==> src/rtl/rv32_pkg.sv <==
// -----------------------------------------------------------------------------
// rv32_pkg -- shared constants and types for the instruction fetch path.
//
// Contents:
//   XLEN_DEFAULT  default PC/address width
//   INSTR_W       instruction word width
//   PC_INC        fetch address step between sequential instructions
//   fetch_entry_t one fetch-queue entry {pc, instr} at the default width
// -----------------------------------------------------------------------------
package rv32_pkg;

    localparam int XLEN_DEFAULT = 32;
    localparam int INSTR_W      = 32;
    localparam int PC_INC       = 4;

    typedef struct packed {
        logic [XLEN_DEFAULT-1:0] pc;
        logic [INSTR_W-1:0]      instr;
    } fetch_entry_t;

endpackage

==> src/rtl/fetch_fifo.sv <==
// -----------------------------------------------------------------------------
// fetch_fifo -- fetch queue between instruction memory and decode.
//
// Synchronous FIFO with flush. Pointers are $clog2(DEPTH) bits wide, so with a
// power-of-two DEPTH they wrap modulo DEPTH on their own.
//
// Ports:
//   clk          rising-edge clock
//   rst_n        asynchronous active-low reset (empties the queue)
//   i_flush      empty the queue on the next edge; wins over push/pop
//   i_push       write i_push_data at the tail
//   i_push_data  entry to write
//   i_pop        drop the head entry (ignored when empty)
//   o_head       current head entry (undefined content when o_count == 0)
//   o_count      occupancy, 0..DEPTH
// -----------------------------------------------------------------------------
module fetch_fifo
    import rv32_pkg::*;
#(
    parameter int  DEPTH   = 4,
    parameter type entry_t = fetch_entry_t
)(
    input  logic                   clk,
    input  logic                   rst_n,
    input  logic                   i_flush,
    input  logic                   i_push,
    input  entry_t                 i_push_data,
    input  logic                   i_pop,
    output entry_t                 o_head,
    output logic [$clog2(DEPTH):0] o_count
);

    localparam int            AW       = $clog2(DEPTH);
    localparam logic [AW:0]   FULL     = (AW+1)'(DEPTH);
    localparam logic [AW:0]   CNT_ONE  = (AW+1)'(1);
    localparam logic [AW-1:0] PTR_ONE  = AW'(1);

    entry_t        r_mem [DEPTH];
    logic [AW-1:0] r_wr_ptr;
    logic [AW-1:0] r_rd_ptr;
    logic [AW:0]   r_count;
    logic          w_push;
    logic          w_pop;

    // A push into a full queue is only legal when the head leaves in the same cycle.
    assign w_pop  = i_pop && (r_count != '0);
    assign w_push = i_push && ((r_count != FULL) || w_pop);

    // NOTE: sequential state uses non-blocking assignments so every register
    // samples the pre-edge values, independent of statement order.
    always_ff @(posedge clk or negedge rst_n) begin
        if (!rst_n) begin
            r_wr_ptr <= '0;
            r_rd_ptr <= '0;
            r_count  <= '0;
        end else if (i_flush) begin
            r_wr_ptr <= '0;
            r_rd_ptr <= '0;
            r_count  <= '0;
        end else begin
            if (w_push) r_wr_ptr <= r_wr_ptr + PTR_ONE;
            if (w_pop)  r_rd_ptr <= r_rd_ptr + PTR_ONE;
            case ({w_push, w_pop})
                2'b10:   r_count <= r_count + CNT_ONE;
                2'b01:   r_count <= r_count - CNT_ONE;
                default: ;
            endcase
        end
    end

    // NOTE: storage has no reset; an entry is only observed after it has been
    // written, and the parent masks the head while the queue is empty.
    always_ff @(posedge clk) begin
        if (w_push) r_mem[r_wr_ptr] <= i_push_data;
    end

    assign o_head  = r_mem[r_rd_ptr];
    assign o_count = r_count;

endmodule

==> src/rtl/fetch_unit.sv <==
// -----------------------------------------------------------------------------
// fetch_unit -- sequential instruction fetch with redirect support.
//
// Issues in-order requests to instruction memory, queues the returned words
// with their PCs and presents the queue head to decode. Requests are only
// issued while queued + in-flight entries leave room, so a response always
// has a free slot. A redirect flushes the queue, restarts fetch at the
// word-aligned target and arms a drop counter that swallows every response
// still in flight from before the redirect.
//
// Ports:
//   clk, rst                 clock (rising edge), async active-low reset
//   redirect_valid/_pc       branch/jump redirect strobe and target
//   imem_req_valid/_addr     fetch request to memory
//   imem_req_ready           memory accepts the request
//   imem_rsp_valid/_data     in-order instruction return
//   out_valid/_pc/_pc_4/_instr  queue head to decode (zero when empty)
//   out_ready                decode consumes the head
//   count                    queue occupancy
// -----------------------------------------------------------------------------
module fetch_unit
    import rv32_pkg::*;
#(
    parameter int              XLEN     = XLEN_DEFAULT,
    parameter int              DEPTH    = 4,
    parameter logic [XLEN-1:0] RESET_PC = '0
)(
    input  logic                   clk,
    input  logic                   rst,
    input  logic                   redirect_valid,
    input  logic [XLEN-1:0]        redirect_pc,
    output logic                   imem_req_valid,
    output logic [XLEN-1:0]        imem_req_addr,
    input  logic                   imem_req_ready,
    input  logic                   imem_rsp_valid,
    input  logic [INSTR_W-1:0]     imem_rsp_data,
    output logic                   out_valid,
    output logic [XLEN-1:0]        out_pc,
    output logic [XLEN-1:0]        out_pc_4,
    output logic [INSTR_W-1:0]     out_instr,
    input  logic                   out_ready,
    output logic [$clog2(DEPTH):0] count
);

    localparam int              CW      = $clog2(DEPTH) + 1;
    localparam logic [CW:0]     CREDITS = (CW+1)'(DEPTH);
    localparam logic [CW-1:0]   ONE     = CW'(1);
    localparam logic [XLEN-1:0] INC     = XLEN'(PC_INC);

    // Same layout as fetch_entry_t, sized by this instance's XLEN.
    typedef struct packed {
        logic [XLEN-1:0]    pc;
        logic [INSTR_W-1:0] instr;
    } entry_t;

    logic [XLEN-1:0] r_pc;           // next fetch address
    logic [XLEN-1:0] r_rsp_pc;       // PC of the next non-stale response
    logic [CW-1:0]   r_outstanding;  // requests accepted, not yet answered
    logic [CW-1:0]   r_drop;         // stale responses still to discard

    logic [CW-1:0]   w_outstanding_nxt;
    logic [XLEN-1:0] w_redirect_pc;
    logic            w_req_fire;
    logic            w_rsp_keep;
    logic            w_rsp_drop;
    logic            w_pop;
    logic [CW-1:0]   w_count;
    entry_t          w_head;
    entry_t          w_push_data;

    assign w_redirect_pc  = {redirect_pc[XLEN-1:2], 2'b00};

    // Reset gates the request so it stays low while rst is asserted and rises
    // as soon as it is released.
    assign imem_req_valid = rst && (({1'b0, w_count} + {1'b0, r_outstanding}) < CREDITS);
    assign imem_req_addr  = r_pc;
    assign w_req_fire     = imem_req_valid && imem_req_ready;

    // A response in the redirect cycle is always stale; otherwise the drop
    // counter decides whether it belongs to the pre-redirect stream.
    assign w_rsp_keep = imem_rsp_valid && !redirect_valid && (r_drop == '0);
    assign w_rsp_drop = imem_rsp_valid && !redirect_valid && (r_drop != '0);
    assign w_pop      = out_ready && !redirect_valid;

    // NOTE: the default assignment first keeps this purely combinational;
    // a path that left w_outstanding_nxt unassigned would infer a latch.
    always_comb begin
        w_outstanding_nxt = r_outstanding;
        case ({w_req_fire, imem_rsp_valid})
            2'b10:   w_outstanding_nxt = r_outstanding + ONE;
            2'b01:   w_outstanding_nxt = r_outstanding - ONE;
            default: ;
        endcase
    end

    always_ff @(posedge clk or negedge rst) begin
        if (!rst) begin
            r_pc          <= RESET_PC;
            r_rsp_pc      <= RESET_PC;
            r_outstanding <= '0;
            r_drop        <= '0;
        end else begin
            r_outstanding <= w_outstanding_nxt;
            if (redirect_valid) begin
                // Everything still in flight after this edge, including a
                // request accepted this cycle, belongs to the old stream.
                r_pc     <= w_redirect_pc;
                r_rsp_pc <= w_redirect_pc;
                r_drop   <= w_outstanding_nxt;
            end else begin
                if (w_req_fire) r_pc     <= r_pc + INC;
                if (w_rsp_keep) r_rsp_pc <= r_rsp_pc + INC;
                if (w_rsp_drop) r_drop   <= r_drop - ONE;
            end
        end
    end

    assign w_push_data = '{pc: r_rsp_pc, instr: imem_rsp_data};

    fetch_fifo #(
        .DEPTH   (DEPTH),
        .entry_t (entry_t)
    ) u_fifo (
        .clk         (clk),
        .rst_n       (rst),
        .i_flush     (redirect_valid),
        .i_push      (w_rsp_keep),
        .i_push_data (w_push_data),
        .i_pop       (w_pop),
        .o_head      (w_head),
        .o_count     (w_count)
    );

    assign count     = w_count;
    assign out_valid = (w_count != '0);
    assign out_pc    = out_valid ? w_head.pc       : '0;
    assign out_pc_4  = out_valid ? w_head.pc + INC : '0;
    assign out_instr = out_valid ? w_head.instr    : '0;

endmodule
==> config.mk <==
export PLATFORM = sky130hd
export DESIGN_NAME = fetch_unit
export DESIGN_NICKNAME = d
export VERILOG_FILES = /design/src/rtl/rv32_pkg.sv /design/src/rtl/fetch_fifo.sv /design/src/rtl/fetch_unit.sv
export SDC_FILE = /design/constraint.sdc
export NUM_CORES = 1
export LEC_CHECK = 0
export CORE_MARGIN = 5
export CORE_UTILIZATION = 55
export DETAILED_ROUTE_END_ITERATION = 8
export PLACE_DENSITY = 0.77
export REMOVE_ABC_BUFFERS = 1
export SLEW_MARGIN = 10
export SYNTH_ARGS = -nofsm -noshare
export SYNTH_HDL_FRONTEND = slang
export SYNTH_HIERARCHICAL = 1
export SYNTH_SLANG_ARGS = --single-unit
==> constraint.sdc <==
create_clock -name clk -period 4.9 [get_ports clk]
set_clock_uncertainty 0.2 [all_clocks]
set_input_delay 0.98 -clock clk [delete_from_list [all_inputs] [get_ports clk]]
set_output_delay 0.98 -clock clk [all_outputs]
set_load 0.005 [all_outputs]
# [After elaboration in Yosys (flattened, before gate mapping)]
# Memory sizes are Yosys's and may differ from the RTL's.
# Cells that the tools add are included.
# Widths: inputs -> output; s select.
[classes] order_cmp=1 n_addsub=11 eq_ne=5 n_mux=18 n_reduce_logical=19
[ops] operator="$mux 32" count=7
[ops] operator="$add 32x3->32 const B" count=3
[ops] operator="$pmux 3 s2" count=2
[ops] operator="$reduce_bool 2->1" count=5
[ops] operator="$mux 3" count=3
[ops] operator="$reduce_bool 3->1" count=3
[ops] operator="$sub 3x1->3 const B" count=3
[ops] operator="$logic_and 1x1->1" count=8
[ops] operator="$mux 2" count=4
[ops] operator="$add 3x1->3 const B" count=2
[ops] operator="$add 2x1->2 const B" count=2
[ops] operator="$add 3x3->4" count=1
[ops] operator="$eq 2x1->1 const B" count=2
[ops] operator="$eq 2x2->1 const B" count=2
[ops] operator="$lt 4x3->1 const B" count=1
[ops] operator="$logic_not 3->1" count=1
[ops] operator="$ne 3x3->1 const B" count=1
[ops] operator="$mux 1" count=2
[ops] operator="$logic_not 1->1" count=1
[ops] operator="$logic_or 1x1->1" count=1
[word_totals] memories=1 out_inout_bits=133 mem_bits_rw=256 register_bits=77
[mem_list] name="u_fifo.r_mem" depth=4 width=64 rd=1 rd_clocked_by_memory_dff=0 write_ports=1 line_no="fetch_fifo.sv:38" source="entry_t r_mem [DEPTH];"

# [Logic depth before layout (Yosys ltp)]
# Gate-level depths: netlist (run 1).
[logic_depth] depth_word=8 mapped_depth=11 depth_no_buf=11

# [Hierarchy]
# Netlist (run 1), hierarchy kept.
[modules_own_cells] module="fetch_fifo" instances=1 cells_each=396 seq_area_each_um2=7862.5 area_each_um2=9804.4
[modules_own_cells] module="fetch_unit" instances=1 cells_each=632 seq_area_each_um2=1651.6 area_each_um2=5191.2

# [Worst setup path after synthesis (run 1)]
# Ideal clock, no wire load.
[synth_timing] kind="input to register" startpoint="input redirect_valid" endpoint="memory u_fifo/r_mem[0][0] (netlist name) (enable)" t_arrival_ns=3.588 path_slack_ns=0.683 path_buffers=4 cell_stages=7 path_cell_list="clkbuf_1 -> buf_1 -> clkbuf_1 -> nor2b_1 -> buf_4 -> or4b_4 -> and3_1"
[synth_between] elab_chain_len=7 word_cells_on_any_way=9 classes_between="mux: 2; reduce/logical: 7"
[synth_rtl] element="from (decl)" line_no="fetch_unit.sv:30" source="input logic redirect_valid,"
[synth_rtl] element="$logic_not 1->1" line_no="fetch_unit.sv:83" source="assign w_pop = out_ready && !redirect_valid;"
[synth_rtl] element="$logic_and 1x1->1" line_no="fetch_unit.sv:83"
[synth_rtl] element="via w_pop" line_no="fetch_unit.sv:66" source="logic w_pop;"
[synth_rtl] element="$logic_and 1x1->1" line_no="fetch_fifo.sv:46" source="assign w_pop = i_pop && (r_count != '0);"
[synth_rtl] element="$logic_or 1x1->1" line_no="fetch_fifo.sv:47" source="assign w_push = i_push && ((r_count != FULL) || w_pop);"
[synth_rtl] element="$logic_and 1x1->1" line_no="fetch_fifo.sv:47"
[synth_rtl] element="$mux 1" line_no="fetch_fifo.sv:74" source="if (w_push) r_mem[r_wr_ptr] <= i_push_data;"
[synth_rtl] element="$mux 1 (not written as such)" line_no="fetch_fifo.sv:74"
[synth_rtl] element="to (decl)" line_no="fetch_fifo.sv:38"
# The timed path passes the listed nets, and every way through them passes these cells.

==> results of run 1 <==
-- routing by layer --
layer / track usage (%) / share of wire [%] / vias up
met3: 4.31 / 7.1 / 48
met5: 0 / 0 / -
li1: - / - / 4459
met4: 5.89 / 1.9 / 0
met2: 35.5 / 48 / 382
met1: 29.8 / 43 / 4756
-- power by group --
| part | internal [uW] | total, uW | switching, uW |
|---|---|---|---|
| registers | 3170 | 3320 | 149 |
| logic | 476 | 899 | 423 |
| clock network | 1600 | 2610 | 1010 |
-- sequential cells by signal (all words and copies together) (netlist names) --
register / flops
imem_req_addr: 30
r_drop: 3
r_outstanding: 3
r_rsp_pc: 30
u_fifo/o_count: 3
u_fifo/r_mem: 256
u_fifo/r_rd_ptr: 2
u_fifo/r_wr_ptr: 2
-- layout make-up --
type / instances / area (um2)
fillers: 1809 / 8250
repair buffers: 233 / 2320
inverters: 27 / 101
flip-flops and latches: 329 / 9520
clock inverters: 16 / 178
well taps: 341 / 427
clock buffers: 45 / 966
multi-input cells: 622 / 5120
-- logic make-up (layout without fill, tap and decap cells) --
logic type,count (synthesis),in the layout,synth area share [%]
and+or+nand+nor,354,354,13.7
DFF,329,329,63.4
AOI/OAI and AO/OA,121,121,5.35
muxes,87,87,11.3
buffers and inverters,86,321,2.80
xor gates and xnor gates,36,36,2.10
adders and majority gates,14,14,1.27
other,1,10,0.0250
-- metrics by stage --
step           cell area (um2)  hold WS [ps]
2_1_floorplan            14700           258
3_3_place_gp             17400           284
3_5_place_dp             17400           282
4_1_cts                  18600           317
5_1_grt                  18600           338
6_report                 18600           308
-- what timing repair did --
action                     4_1_cts  5_1_grt
pin swaps                        0        2
buffers inserted                 4        7
resized for setup                0        1
setup endpoints to repair        6        9
-- synth_stat cells, types with 3 or more instances --
master | instances | share of area, %
or4_1 | 9 | 0.45
buf_6 | 7 | 0.53
mux2i_1 | 4 | 0.27
and4_1 | 22 | 1.3
nand2_1 | 27 | 0.68
nand2b_1 | 7 | 0.29
nor3_1 | 22 | 0.73
o21ai_0 | 23 | 0.77
buf_1 | 4 | 0.10
nor2_1 | 62 | 1.6
nor4b_1 | 3 | 0.18
dfrtp_1 | 73 | 12
a31oi_1 | 19 | 0.79
or3_1 | 19 | 0.79
a21oi_1 | 24 | 0.80
buf_2 | 11 | 0.37
o31ai_1 | 9 | 0.45
ha_1 | 12 | 1.0
mux4_2 | 64 | 9.6
buf_4 | 8 | 0.40
xnor2_1 | 15 | 0.88
mux2_2 | 19 | 1.4
nand3_1 | 33 | 1.1
clkbuf_1 | 29 | 0.73
inv_1 | 27 | 0.68
and2_1 | 70 | 2.9
nand4_1 | 33 | 1.4
edfxtp_1 | 256 | 51
nor3b_1 | 4 | 0.20
nor4_1 | 13 | 0.54
nor2b_1 | 7 | 0.29
and3_1 | 13 | 0.54
a211oi_1 | 19 | 0.95
o311a_1 | 6 | 0.40
xor2_1 | 21 | 1.2
a311oi_1 | 3 | 0.18
o31a_1 | 6 | 0.35
-- how the worst max path moves through the flow --
| stage | end | slack, ps |
|---|---|---|
| after floorplan | out_pc_4[31] | -860 |
| after global placement | out_pc_4[31] | 370 |
| after detailed placement | out_pc_4[31] | 370 |
| after CTS | out_pc_4[31] | 60 |
| after global routing | out_pc_4[31] | 40 |
| final | out_pc_4[31] | 200 |
==> flow_summary.yaml, run 1 <==
logic_synthesis:
  async_reset_ff_share_pct: 22.2
  post_synth.cell_area_avg_um2: 14.6
  synth_cells: 1028
  synth.yosys.seq_area_share_pct: 63.4
  synth.cell_area_um2: 15000
  synth_enable_flop_cells: 256
  ys_warn_count: 6
  synth_seq_cells: 329
  synthFlopType: "edfxtp_1"
  synthDistinctLibCells: 60
setup_path:
  startpoint_class: "flip-flop"
  critical_path_required_ps: 3720
  r2r_slack_ps: 1500
  timing.critical_path.slowest_cell_delay_ps: 600
  critical_path_peak_fanout: 13
  critPathLaunch: "u_fifo/r_rd_ptr[0]"
  reg2reg_depth: 11
  path_class: "flip-flop to primary output"
  r2r-end: "r_drop[2]"
  crit_path_cell_trace: "buf_4 > mux4_2 > nand3_1 > or4_4 > nor4_1 > mux2_2 > clkdlybuf4s50_1"
  path_buf_inv: 2
  cp_num_cells: 7
  r2r_start: "u_fifo/o_count[1]"
  critPathArrivalTime_ps: 3520
  worst_path_dominant_cell_family: "simple AND/OR/NAND/NOR gates"
  worst_setup_path_end_kind: "primary output"
  slowest_library_cell_on_the_worst_path: "dfrtp_4"
sta:
  timing.final.ws_setup_ps: 201
  slew_headroom_pct: 56.1
  report.final.setup_viol: 0
  maxClockFrequency_mhz: 213
  finalMaxSlewViolations: 0
  tns_ps: 0
  finalCriticalPeriod_ps: 4700
  timing.final.hold_violations: 0
  rsz0062_at_grt: "no"
  layout_worst_path_cycle_share_pct: 95.9
  worst-slew-pin-transition_ps: 658
detailed_routing:
  dr_total_vias: 9645
  dr_vias_cell: 5.98
  drtPass1Iterations: 5
  dr.first_iter.drc_count: 793
  detail_route.wirelength_um: 33200
  route.detailed.drc: 0
  post_drt_wl_per_cell_um: 20.6
  postRouteAntennaNets: 0
final_layout:
  drive_above_1_share_pct: 14.5
  antenna_cells_inserted: 0
  layout.cells.most_common: "edfxtp_1"
  final_cell_mix: "256 x edfxtp_1, 196 x clkdlybuf4s50_1, 71 x dfrtp_1"
  layout.nets: 1331
  utilization_pct: 69.3
  final_cell_count_no_fill: 1613
  area_growth_pct: 24.2
grt:
  grt_pass1_wl_um: 52500
  gr-usage-all-layers_pct: 21.6
  grt_start_max_net_pins: 65
  grt_antenna_before_repair: 1
  grt-ovfl-total: 0
  first_global_vias: 9746
power:
  cellPowerDensity_nw_per_um2: 366
  total_leakage_power_uw: 0.00631
  tot_pwr_uw: 6820
  irDropWorstVdd_mv: 0.211
placed_design:
  buffer_ports.inserted: 198
  dp_slack_ps: 369
  number_of_placed_instances_taps_included: 1541
  dp_hpwl_um: 21600
  globalplace.congestion: 0.836
floorplanning:
  row_count: 60
  placeableCoreArea_um2: 26900
  floorplan.die.height_um: 175
  boundaryPins: 203
  die-area_um2: 30700
  start_util_pct: 55.8
  floorplan.die.width_um: 175
run:
  max_cap_violations: 0
cts:
  h-tree-depth: 2
  insertion_delay_ps: 510
  cts.reportedPaths.clkPinSlew_ps: 60
  clock-root-buffer: "clkbuf_16"
  holdBufCountCts: 0
  cts_tree: "built"
  cts-root-to-sink-buffers: 3
  clock-sinks: 329
  cts-buffers-inserted: 34
hold_path:
  holdPathEnd: "r_outstanding[2]"
  hold_path.startpoint: "r_outstanding[2]"
  hold_path.class: "flip-flop to flip-flop"
  hold-path-cell-count: 1
status:
  status: "complete, no violations"
No activity file was read; power rests on OpenSTA's default activity.
==> inputs of run 2 (changes only) <==
--- a/config.mk
+++ b/config.mk
@@ -5,9 +5,11 @@
 export SDC_FILE = /design/constraint.sdc
 export NUM_CORES = 1
 export LEC_CHECK = 0
+export CAP_MARGIN = 20
 export CORE_MARGIN = 5
 export CORE_UTILIZATION = 55
 export DETAILED_ROUTE_END_ITERATION = 8
+export MAX_ROUTING_LAYER = met4
 export PLACE_DENSITY = 0.77
 export REMOVE_ABC_BUFFERS = 1
 export SLEW_MARGIN = 10
==> run 2 against run 1 <==
Effect of this change: clock power barely moved; wire length barely moved; utilization did not move; sequential share of layout area did not move; global-route usage rose by 0.64 points; worst hold slack got worse by 0.92 ps; sequential power barely moved; first-iteration DRC count fell by 0.50%; die area did not move; via count fell by 0.33%; critical path depth did not move; critical endpoint unchanged; largest power group unchanged; highest routed layer unchanged.
==> flow_summary.yaml, run 2 (synthesized netlist as in run 1, its figures left out) <==
status:
  status: "complete, no violations"
cts:
  cts-buffers-inserted: 34
  h-tree-depth: 2
  cts.reportedPaths.clkPinSlew_ps: 60
  clock-sinks: 329
  insertion_delay_ps: 520
  cts_tree: "built"
  holdBufCountCts: 0
  cts-root-to-sink-buffers: 3
  clock-root-buffer: "clkbuf_16"
power:
  cellPowerDensity_nw_per_um2: 367
  irDropWorstVdd_mv: 0.215
  total_leakage_power_uw: 0.00631
detailed_routing:
  dr.first_iter.drc_count: 789
  dr_vias_cell: 5.96
  dr_total_vias: 9613
  postRouteAntennaNets: 0
  detail_route.wirelength_um: 33200
  drtPass1Iterations: 5
  route.detailed.drc: 0
  post_drt_wl_per_cell_um: 20.6
floorplanning:
  floorplan.die.height_um: 175
  die-area_um2: 30700
  row_count: 60
  boundaryPins: 203
  start_util_pct: 55.8
  floorplan.die.width_um: 175
  placeableCoreArea_um2: 26900
grt:
  grt_pass1_wl_um: 52500
  grt_start_max_net_pins: 65
  grt_antenna_before_repair: 1
  first_global_vias: 9739
  grt-ovfl-total: 0
  gr-usage-all-layers_pct: 22.2
placed_design:
  dp_slack_ps: 369
  buffer_ports.inserted: 198
  globalplace.congestion: 0.849
  dp_hpwl_um: 21600
final_layout:
  layout.cells.most_common: "edfxtp_1"
  area_growth_pct: 24.2
  largest_register: "u_fifo/r_mem"
  layout.nets: 1331
  largest_register_ffs: 256
  final_cell_mix: "256 x edfxtp_1, 196 x clkdlybuf4s50_1, 71 x dfrtp_1"
  antenna_cells_inserted: 0
  drive_above_1_share_pct: 14.5
sta:
  tns_ps: 0
  timing.final.ws_setup_ps: 197
  finalCriticalPeriod_ps: 4700
  timing.final.hold_violations: 0
  report.final.setup_viol: 0
  maxClockFrequency_mhz: 213
  worst-slew-pin-transition_ps: 658
  layout_worst_path_cycle_share_pct: 96.0
  rsz0062_at_grt: "no"
  finalMaxSlewViolations: 0
  slew_headroom_pct: 56.2
setup_path:
  critPathArrivalTime_ps: 3520
  path_class: "flip-flop to primary output"
  startpoint_class: "flip-flop"
  critical_path_peak_fanout: 13
  critical_path_required_ps: 3720
  reg2reg_depth: 11
  worst_setup_path_end_kind: "primary output"
run:
  max_cap_violations: 0
hold_path:
  hold_path.class: "flip-flop to flip-flop"
  hold-path-cell-count: 1
==> run 2: cell counts in the layout (fill, tap and decap cells not counted) <==
No cell type changed its count.
==> run 2: metrics by stage <==
stage / std cells / area (um2) / power [uW] / utilization [%] / hold slack (ps)
floorplan: 978 / 14700 / 3810 / - / 258
global placement: 1541 / 17400 / 4240 / 64.7 / 284
detailed placement: 1541 / 17400 / 4270 / 64.7 / 282
CTS: 1606 / 18600 / 6880 / 69.1 / 317
global route: 1613 / 18600 / 7120 / 69.3 / 338
finish: 1613 / 18600 / 6830 / 69.3 / 307
==> run 2: worst max-delay path: stages, from the launching register on <==
cell and delay (ps):
dfrtp_4 600, buf_4 250, mux4_2 400, nand3_1 130, or4_4 490, nor4_1 310
mux2_2 370, clkdlybuf4s50_1 440
==> run 2: path summary, 6_finish.rpt <==
| kind | start | end | slack, ps |
|---|---|---|---|
| worst max register to register | u_fifo/o_count[1] | r_drop[2] | 1510 |
| min in group asynchronous | rst | imem_req_addr[25] | 340 |
| worst min-delay path | r_outstanding[2] | r_outstanding[2] | 310 |
| worst max-delay path | u_fifo/r_rd_ptr[0] | out_pc_4[31] | 200 |
| worst min register to register | r_outstanding[2] | r_outstanding[2] | 310 |
| max in group asynchronous | rst | u_fifo/r_rd_ptr[0] | 3130 |
==> run 2: layout make-up <==
type | instances | area, um2
clock buffer | 45 | 966
clock inverter | 16 | 178
fill | 1809 | 8250
inverter | 27 | 101
multi-input combinational | 622 | 5120
sequential | 329 | 9520
tap | 341 | 427
timing repair buffer | 233 | 2320
==> run 2: what timing repair did <==
action / in CTS / in global routing
resized for setup: 0 / 1
pin swaps: 0 / 2
endpoints found under the setup margin: 6 / 9
buffers inserted: 4 / 7
==> run 2: layer usage <==
metal	track usage, %	part of all wire (%)
met5	-	0
met4	5.92	2.0
met3	3.83	6.5
met2	35.5	48
met1	30.0	43
==> run 2: report_power, final <==
group	total, uW	switching, uW	internal (uW)
Sequential	3320	149	3170
Combinational	899	423	476
Clock	2610	1010	1600
Total	6830	1580	5240
==> inputs of run 3 (changes only) <==
--- a/config.mk
+++ b/config.mk
@@ -7,10 +7,10 @@
 export LEC_CHECK = 0
 export CAP_MARGIN = 20
 export CORE_MARGIN = 5
-export CORE_UTILIZATION = 55
+export CORE_UTILIZATION = 50
 export DETAILED_ROUTE_END_ITERATION = 8
 export MAX_ROUTING_LAYER = met4
-export PLACE_DENSITY = 0.77
+export PLACE_DENSITY = 0.74
 export REMOVE_ABC_BUFFERS = 1
 export SLEW_MARGIN = 10
 export SYNTH_ARGS = -nofsm -noshare
==> constraint.sdc (replaced) <==
create_clock -name clk -period 4.2 [get_ports clk]
set_clock_uncertainty 0.2 [all_clocks]
set_input_delay 0.84 -clock clk [delete_from_list [all_inputs] [get_ports clk]]
set_output_delay 0.84 -clock clk [all_outputs]
set_load 0.005 [all_outputs]
==> run 3 against run 2 <==
Effect of this change: sequential share of layout area fell by 1.2 points; via count up 3.2%; final area increased by 2.4%.
==> flow_summary.yaml, run 3 (synthesized netlist as in run 1, its figures left out) <==
status:
  status: "complete, no violations"
setup_path:
  timing.critical_path.slowest_cell_delay_ps: 550
  critical_path.most_common_cell: "buf_12"
  crit_path_cell_trace: "buf_12 > buf_12 > mux4_2 > nand2_1 > or4_4 > buf_6 > nor3_4 > mux2_4 > dlygate4sd2_1"
  path_class: "flip-flop to primary output"
  worst_path_dominant_cell_family: "simple AND/OR/NAND/NOR gates"
  critical_path_required_ps: 3160
  startpoint_class: "flip-flop"
  critPathArrivalTime_ps: 3090
  path_buf_inv: 4
  slowest_library_cell_on_the_worst_path: "or4_4"
  worst_setup_path_end_kind: "primary output"
  critical_path_peak_fanout: 6
final_layout:
  layout.cells.most_common: "edfxtp_1"
  layout.nets: 1366
  drive_above_1_share_pct: 18.1
  largest_register: "u_fifo/r_mem"
  antenna_cells_inserted: 0
  utilization_pct: 64.3
  final_cell_mix: "256 x edfxtp_1, 180 x clkdlybuf4s50_1, 71 x dfrtp_1"
  area_growth_pct: 27.2
  largest_register_ffs: 256
power:
  tot_pwr_uw: 7980
  cellPowerDensity_nw_per_um2: 418
  total_leakage_power_uw: 0.00656
  irDropWorstVdd_mv: 0.242
floorplanning:
  floorplan.die.width_um: 183
  floorplan.die.height_um: 183
  start_util_pct: 50.6
  boundaryPins: 203
  placeableCoreArea_um2: 29600
  die-area_um2: 33600
  row_count: 63
sta:
  maxClockFrequency_mhz: 242
  layout_worst_path_cycle_share_pct: 98.3
  timing.final.ws_setup_ps: 73.3
  worst-slew-pin-transition_ps: 649
  finalMaxSlewViolations: 0
  finalCriticalPeriod_ps: 4130
  hold_ws_ps: 225
  slew_headroom_pct: 56.7
  timing.final.hold_violations: 0
  report.final.setup_viol: 0
grt:
  first_global_vias: 10100
  grt_start_max_net_pins: 65
  grt_antenna_before_repair: 0
  grt_pass1_wl_um: 56500
  gr-usage-all-layers_pct: 21.8
  grt-ovfl-total: 0
cts:
  cts-buffers-inserted: 35
  cts.reportedPaths.clkPinSlew_ps: 60
  clock-sinks: 329
  h-tree-depth: 2
  insertion_delay_ps: 500
  cts_tree: "built"
  cts-root-to-sink-buffers: 3
  clock-root-buffer: "clkbuf_16"
placed_design:
  dp_hpwl_um: 22900
  dp_slack_ps: 101
  globalplace.congestion: 0.861
  buffer_ports.inserted: 198
detailed_routing:
  detail_route.wirelength_um: 35700
  drtPass1Iterations: 4
  dr.first_iter.drc_count: 686
  route.detailed.drc: 0
  post_drt_wl_per_cell_um: 21.0
  postRouteAntennaNets: 0
  dr_total_vias: 9917
  dr_vias_cell: 5.84
hold_path:
  hold_path.class: "input port to asynchronous set/reset pin"
run:
  max_cap_violations: 0
run 3: final timing paths:
check / to / slack, ps / depth (start not counted) / startpoint
max: out_pc_4[27] / 70 / 9 / u_fifo/r_rd_ptr[0]
min: imem_req_addr[10] / 230 / 2 / rst
max reg2reg: r_drop[2] / 900 / 11 / u_fifo/o_count[2]
min reg2reg: r_outstanding[2] / 310 / 1 / r_outstanding[2]
max in group asynchronous: u_fifo/r_rd_ptr[0] / 2560 / 3 / rst
min in group clk: r_outstanding[2] / 310 / 1 / r_outstanding[2]
run 3: area by class of cell:
type	instances	area, um2
Clock inverter	14	148
Fill cell	2155	10600
Tap cell	390	488
Clock buffer	49	981
Inverter	27	101
Timing Repair Buffer	267	2610
Sequential cell	329	9520
Multi-Input combinational cell	622	5230
run 3: layer usage:
layer | up-vias | part of all wire [%] | GRT usage [%]
li1 | 4523 | - | -
met1 | 4991 | 43 | 30.0
met2 | 349 | 49 | 35.4
met3 | 54 | 5.9 | 2.96
met4 | 0 | 1.6 | 4.86
met5 | - | 0 | -
run 3: per-stage QoR:
| stage | TNS [ps] | cells | cell area [um2] |
|---|---|---|---|
| global route | -27.0 | 1698 | 19100 |
| floorplan | -46720 | 978 | 14700 |
| global placement | 0 | 1612 | 17700 |
| CTS | 0 | 1696 | 19000 |
| finish | 0 | 1698 | 19100 |
| detailed placement | 0 | 1612 | 17700 |
run 3: what timing repair did:
item / in CTS / in global routing
buffers inserted: 21 / 2
resized for setup: 39 / 17
hold buffers: 0 / 0
pin swaps: 4 / 4
endpoints found under the hold margin: 0 / 0
endpoints found under the setup margin: 27 / 10
cloned: 0 / 0
run 3: power by group:
part	internal, uW	switching [uW]
Sequential	3700	170
Clock	1820	1190
Combinational	576	519
Total	6090	1880
